<file path="src/rtl/key_toggle_gen.sv">
// Debounced active-low push-button to one-cycle toggle requests, with auto-repeat.
// Ports: i_clk, i_rst_n (sync, active-low), i_key (raw, active-low) -> o_t, o_key_level.
module key_toggle_gen #(
  parameter int CNT_W         = 24,
  parameter int DB_CYCLES     = 8,
  parameter int HOLD_CYCLES   = 20,
  parameter int REPEAT_CYCLES = 10
) (
  input  logic i_clk,
  input  logic i_rst_n,
  input  logic i_key,
  output logic o_t,
  output logic o_key_level
);

  typedef enum logic [1:0] {
    IDLE,
    PRESS_DB,
    PRESSED,
    RELEASE_DB
  } state_t;

  localparam logic [CNT_W-1:0] DB_LAST   = CNT_W'(DB_CYCLES - 1);
  localparam logic [CNT_W-1:0] HOLD_LAST = CNT_W'(HOLD_CYCLES - 1);
  localparam logic [CNT_W-1:0] RPT_LAST  = CNT_W'(REPEAT_CYCLES - 1);
  localparam logic [CNT_W-1:0] CNT_MAX   = '1;
  localparam bit               RPT_EN    = (REPEAT_CYCLES != 0);

  logic             r_sync1;
  logic             r_sync2;
  state_t           r_state;
  logic [CNT_W-1:0] r_db_cnt;
  logic [CNT_W-1:0] r_rpt_cnt;
  logic             r_rpt_done;
  logic             r_t;
  logic             r_level;

  state_t           w_nxt;
  logic [CNT_W-1:0] w_db_nxt;
  logic [CNT_W-1:0] w_rpt_nxt;
  logic             w_done_nxt;
  logic             w_t_nxt;
  logic             w_key_s;
  logic [CNT_W-1:0] w_db_inc;
  logic [CNT_W-1:0] w_rpt_inc;

  assign w_key_s = r_sync2;

  // Saturating increments: counters never wrap.
  assign w_db_inc  = (r_db_cnt == CNT_MAX) ? r_db_cnt
                   : r_db_cnt + CNT_W'(1);
  assign w_rpt_inc = (r_rpt_cnt == CNT_MAX) ? r_rpt_cnt
                   : r_rpt_cnt + CNT_W'(1);

  always_ff @(posedge i_clk) begin
    if (!i_rst_n) begin
      r_sync1 <= 1'b1;
      r_sync2 <= 1'b1;
    end else begin
      r_sync1 <= i_key;
      r_sync2 <= r_sync1;
    end
  end

  always_ff @(posedge i_clk) begin
    if (!i_rst_n) begin
      r_state    <= IDLE;
      r_db_cnt   <= '0;
      r_rpt_cnt  <= '0;
      r_rpt_done <= 1'b0;
      r_t        <= 1'b0;
      r_level    <= 1'b0;
    end else begin
      r_state    <= w_nxt;
      r_db_cnt   <= w_db_nxt;
      r_rpt_cnt  <= w_rpt_nxt;
      r_rpt_done <= w_done_nxt;
      r_t        <= w_t_nxt;
      r_level    <= (w_nxt == PRESSED) ||
                    (w_nxt == RELEASE_DB);
    end
  end

  always_comb begin
    w_nxt      = r_state;
    w_db_nxt   = r_db_cnt;
    w_rpt_nxt  = '0;
    w_done_nxt = 1'b0;
    w_t_nxt    = 1'b0;
    unique case (r_state)
      IDLE: begin
        w_db_nxt = '0;
        if (!w_key_s) begin
          w_nxt = PRESS_DB;
        end
      end
      PRESS_DB: begin
        if (w_key_s) begin
          w_nxt    = IDLE;
          w_db_nxt = '0;
        end else if (r_db_cnt == DB_LAST) begin
          w_nxt    = PRESSED;
          w_db_nxt = '0;
          w_t_nxt  = 1'b1;
        end else begin
          w_db_nxt = w_db_inc;
        end
      end
      PRESSED: begin
        if (w_key_s) begin
          w_nxt    = RELEASE_DB;
          w_db_nxt = '0;
        end else if (RPT_EN) begin
          w_rpt_nxt  = w_rpt_inc;
          w_done_nxt = r_rpt_done;
          // First pulse uses the hold delay, later ones
          // the repeat period; a pulse is dropped if o_t
          // is already high so pulses never merge.
          if (!r_rpt_done && r_rpt_cnt == HOLD_LAST) begin
            w_rpt_nxt  = '0;
            w_done_nxt = 1'b1;
            w_t_nxt    = !r_t;
          end else if (r_rpt_done &&
                       r_rpt_cnt == RPT_LAST) begin
            w_rpt_nxt = '0;
            w_t_nxt   = !r_t;
          end
        end
      end
      RELEASE_DB: begin
        if (!w_key_s) begin
          w_nxt    = PRESSED;
          w_db_nxt = '0;
        end else if (r_db_cnt == DB_LAST) begin
          w_nxt    = IDLE;
          w_db_nxt = '0;
        end else begin
          w_db_nxt = w_db_inc;
        end
      end
      default: begin
        w_nxt    = IDLE;
        w_db_nxt = '0;
      end
    endcase
  end

  assign o_t         = r_t;
  assign o_key_level = r_level;

endmodule
</file>
<file path="config.mk">
export PLATFORM = sky130hd
export DESIGN_NAME = key_toggle_gen
export DESIGN_NICKNAME = d
export VERILOG_FILES = /design/src/rtl/key_toggle_gen.sv
export SDC_FILE = /design/constraint.sdc
export NUM_CORES = 1
export LEC_CHECK = 0
export CAP_MARGIN = 20
export CELL_PAD_IN_SITES_DETAIL_PLACEMENT = 2
export CELL_PAD_IN_SITES_GLOBAL_PLACEMENT = 2
export CORE_AREA = 5 5 98 100
export DETAILED_ROUTE_END_ITERATION = 12
export DIE_AREA = 0 0 103 105
export PLACE_DENSITY = 0.8
export SYNTH_ARGS = -nofsm -noshare
export SYNTH_HDL_FRONTEND = slang
export SYNTH_SLANG_ARGS = --single-unit
</file>
<file path="constraint.sdc">
create_clock -name i_clk -period 2.25 [get_ports i_clk]
set_clock_uncertainty 0.2 [all_clocks]
set_input_delay 0.675 -clock i_clk [delete_from_list [all_inputs] [get_ports i_clk]]
set_output_delay 0.675 -clock i_clk [all_outputs]
set_load 0.005 [all_outputs]
</file>
After elaboration in Yosys (flattened, before gate mapping)
Index checks and enable logic that the tools add are counted.
- register bits: 55
- input bits: 3
- output and inout port bits: 2
- logic and storage cells: 50
- add/subtract/negate cells: 2
- equality and inequality tests: 11
- muxes and demuxes: 19
- bitwise operators: 2
- reductions and logical operators: 8
- operators with widths (cell ; count):
    $mux W24 ; 5
    $pmux W24 S4 ; 1
    $add A24 B1 Y24 const B ; 2
    $eq A24 B24 Y1 const B ; 2
    $eq A24 B3 Y1 const B ; 1
    $eq A24 B4 Y1 const B ; 1
    $eq A24 B5 Y1 const B ; 1
    $mux W2 ; 6
    $eq A2 B2 Y1 const B ; 4
    $pmux W2 S4 ; 1
    $mux W1 ; 5
    $reduce_or A5 Y1 ; 1
    $reduce_or A3 Y1 ; 1
    $eq A2 B1 Y1 const B ; 1
    $logic_and A1 B1 Y1 ; 2
    $logic_not A1 Y1 ; 2
    $logic_not A2 Y1 ; 1
    $ne A2 B2 Y1 const B ; 1
    $not A1 Y1 ; 2
    $pmux W1 S2 ; 1
    $logic_or A1 B1 Y1 ; 1

Logic depth before layout (Yosys ltp)
- depth in word-level cells: 6
- depth in mapped cells: 8
- mapped depth without buffers: 7

Worst setup path before layout
OpenSTA, ideal clock, no wires.
- kind: register -> register
- start point: register r_rpt_cnt[0]
- end point: register r_rpt_cnt[22]
- setup time: 0.118 ns
- arrival time: 1.726 ns
- required time: 1.932 ns
- slack: 0.207 ns
- stages on the path, launching flop included: 8
- path buffers: 1
- period minus slack after synthesis: 2.043 ns
- cell sequence: dfxtp_1 -> ha_1 -> nand2_1 -> nor4_4 -> buf_2 -> nand4_1 -> mux2i_1 -> nor2_1
- cells in the longest elaborated chain, start to end: 3
- elaborated cells on any way between the ends: 7
- classes of those cells: add/sub: 1; eq/ne: 3; reduce/logical: 3
- ends and longest elaborated chain (element ; line ; RTL):
    from (decl) ; 33 ; logic [CNT_W-1:0] r_rpt_cnt;
    from (signal assigned) ; 76 ; r_rpt_cnt <= w_rpt_nxt;
    branches (longest 3 deep; another with $add A24 B1 Y24) ; -- ;
Several ways; the timed one is not identified.
A chain may end at the register's enable or synchronous reset.

Worst setup path after layout
- start point: register r_rpt_cnt[10]
- end point: register r_rpt_cnt[23]
The elaborated chain is that of the path after synthesis.

==> results by group <==
Status
  • Status: completed

Power
  • Combinational Power Share: between 1 and 1.5%
  • NetSw: about 0.00033 W
  • Pint: ~0.0013 W
  • Clk pwr share: 40.9%
  • Peak VDD IR: 263 uV
  • PD cells: 493 mW/mm^2
  • Cell leakage power: 1.06 nW
  • Sequential share of power: 58.0%
  • Sw frac: 20.1%

Timing
  • Crit path time final: 2.17 ns
  • Fmax: 460 MHz
  • Max_slew headroom: 70.1%
  • # setup viols final: 0
  • Setup tns final: 0 ns
  • Final slew viol count: 0
  • Fin. Hold Viols: 0
  • Worst-Margin Slew: 0.445 ns
  • Period Utilization, post-route: 96.6%

Critical path
  • CP Max Fanout: 5
  • CP Capture Type: register
  • Critical path type: reg -> reg
  • CP Data Arrival Time: 2.17 ns
  • Critical path data required time: 2.25 ns
  • Crit path launch type: register

Clocking
  • TritonCTS Buffers: 5
  • Worst-path clk slew: 0.10 ns
  • Post-CTS setup buffer count: 0
  • Worst-skew pair later-pin latency: 0.31 ns
  • Clock Tree Root: clkbuf_8
  • CTS tree: done
  • Total clock sinks: 54
  • Hold Buf Count CTS: 0
  • CTS HTree Levels: 2
  • CTS Buffer Depth: 2

Cells and area
  • Post-Layout Cell Count: 473
  • Layout Nets: around 380
  • Area growth, synth to finish: 16.9%
  • Final Core Density: 39.1%
  • Most frequent cells in the layout: 53 x dfxtp_1, 49 x nor2_1, 24 x buf_4, 20 x nand4_1, 20 x xnor2_1
  • FILL cells: 987
  • N_diodes: 0
  • Proportion of layout cells with a drive suffix above 1: 12.6%
  • Most common cell after layout, fill and taps aside: dfxtp_1

Routing
  • Pre-Repair DR Iteration Count: 4
  • Initial DRC count: slightly below 60
  • WL/cell: 18.3 um
  • Drt total wl: 8650 um
  • Vias: 2,683
  • DR DRC count: 0
  • Routed Antenna Nets: 0
  • Vias per cell: 5.67

Floorplanning
  • Core ar.: between 0.008 and 0.009 mm^2
  • Die Ht: roughly 110 um
  • Starting Density: 33.4%
  • Die area: 0.0108 mm^2
  • Die Span X: between 100 and 150 um
  • Rows: 34
  • IO Pins: 5

Placed design
  • Dpl hpwl: 6350 um
  • Placed cells: 466
  • PortBufs: 4
  • Routability Congestion: between 0.7 and 0.8

Global route
  • First-pass GRT wire length: 14,700 um
  • Initial antenna violation count: 0
  • Largest net degree at the start of global routing: 25
  • Global route overflow: 0
  • Tot GR Track Use: between 10% and 20%
  • Number of global-route vias before repair: between 2,000 and 3,000

Hold path
  • Tightest Hold Check Type: reg -> reg

Synthesis
  • Mapped Cells: 341
  • Synth top area share: 37.6%
  • Fraction of registers with async set/reset: 0%
  • Netlist Area Pre-Place: 0.00287 mm^2
  • Synth Area per Inst: 8.43 um^2
  • Yosys warns: 0
  • Seq/Total Area, Yosys: 37.6%
  • Ys flop type: dfxtp_1
  • Most area-consuming cells after synthesis: dfxtp_1 38%, nor2_1 6.4%, xnor2_1 6.1%
  • Leading area contributor after synthesis: dfxtp_1
  • Syn Nets: 351
  • Yosys reg bits: 54
  • Library cells used by synthesis: 42
  • Number of synthesized flops with an enable pin: 0

Flow run
  • MaxCap Viol Count: 0
worst max-delay path, stage by stage (launching register included):
cell,delay (ns)
dfxtp_1,0.45
nand4_1,0.32
or4_4,0.54
a2111oi_4,0.35
xnor2_1,0.18
nor2_2,0.04
sequential cells by signal, indices dropped and copies added (netlist names):
signal      flops
r_state         2
r_rpt_cnt      24
r_rpt_done      1
r_db_cnt       24
r_sync2         1
o_t             1
r_sync1         1
power groups by stage:
stage,Sequential (W),Combinational (W),Clock (W)
after floorplan,0.000982,0.00000846,0
after global placement,0.000983,0.0000175,0
after detailed placement,0.000983,0.0000178,0
after CTS,0.000961,0.0000180,0.000708
after global routing,0.000962,0.0000197,0.000750
final,0.000961,0.0000179,0.000678
path summary, 6_finish.rpt:
kind	endpoint	startpoint	slack (ns)	depth (start not counted)
max	r_rpt_cnt[23]	r_rpt_cnt[10]	0.08	5
min	r_sync2	r_sync1	0.22	1
max reg2reg	r_rpt_cnt[23]	r_rpt_cnt[10]	0.08	5
min reg2reg	r_sync2	r_sync1	0.22	1
cell families after synthesis:
logic type / Yosys count / share of synthesized area, %
adder cells (fa/ha/maj): 7 / 3.05
AND/OR/NAND/NOR: 169 / 32.3
buffers and inverters: 20 / 2.79
flip-flops: 54 / 37.6
multiplexers: 2 / 0.697
AO/OA/AOI/OAI: 54 / 12.8
XOR/XNOR: 35 / 10.7
area by class of cell:
type | count | area [um^2] | share of cell area [%]
multi-input cells | 267 | 1740 | 51.9
inverters | 7 | 26.3 | 0.782
clock inverters | 1 | 30.0 | 0.894
repair buffers | 30 | 260 | 7.75
clock buffers | 6 | 82.6 | 2.46
well taps | 108 | 135 | 4.02
flip-flops and latches | 54 | 1080 | 32.2
per-stage QoR:
step / hold WS, ns / total power, W / cell area [um^2] / worst slack (ns)
finish: 0.216 / 0.00166 / 3360 / 0.0776
global route: 0.257 / 0.00173 / 3360 / -0.0137
CTS: 0.219 / 0.00169 / 3330 / 0.0598
detailed placement: 0.195 / 0.00100 / 3220 / 0.0232
global placement: 0.191 / 0.00100 / 3220 / 0.0829
floorplan: 0.186 / 0.000990 / 2870 / 0.207
repair_timing:
action	in CTS	in global routing
setup endpoints to repair	1	26
resized for setup	1	7
hold endpoints to repair	0	0
Yosys cell counts (5+ instances only):
library cell and count:
nand3_1 19, o211ai_1 5, nor2_1 49, nor4_1 8, xnor2_1 20, o2111ai_1 5
xor2_1 15, and4_1 7, ha_1 7, clkbuf_1 9, dfxtp_1 54, or4_1 5
nor3_1 13, nand4_1 20, a21oi_1 19, inv_1 7, and3_1 8, or3_1 6
a211oi_1 7, nand2_1 15
routing by layer:
metal	wire, um	part of all wire (%)	vias up	GRT usage, %
li1	-	-	1300	-
met1	3900	45	1359	20.2
met2	4550	53	14	30.9
met3	99	1.1	10	2.40
met4	98	1.1	0	3.42
met5	0	0	-	0
Power figures use the tool's default switching activity.
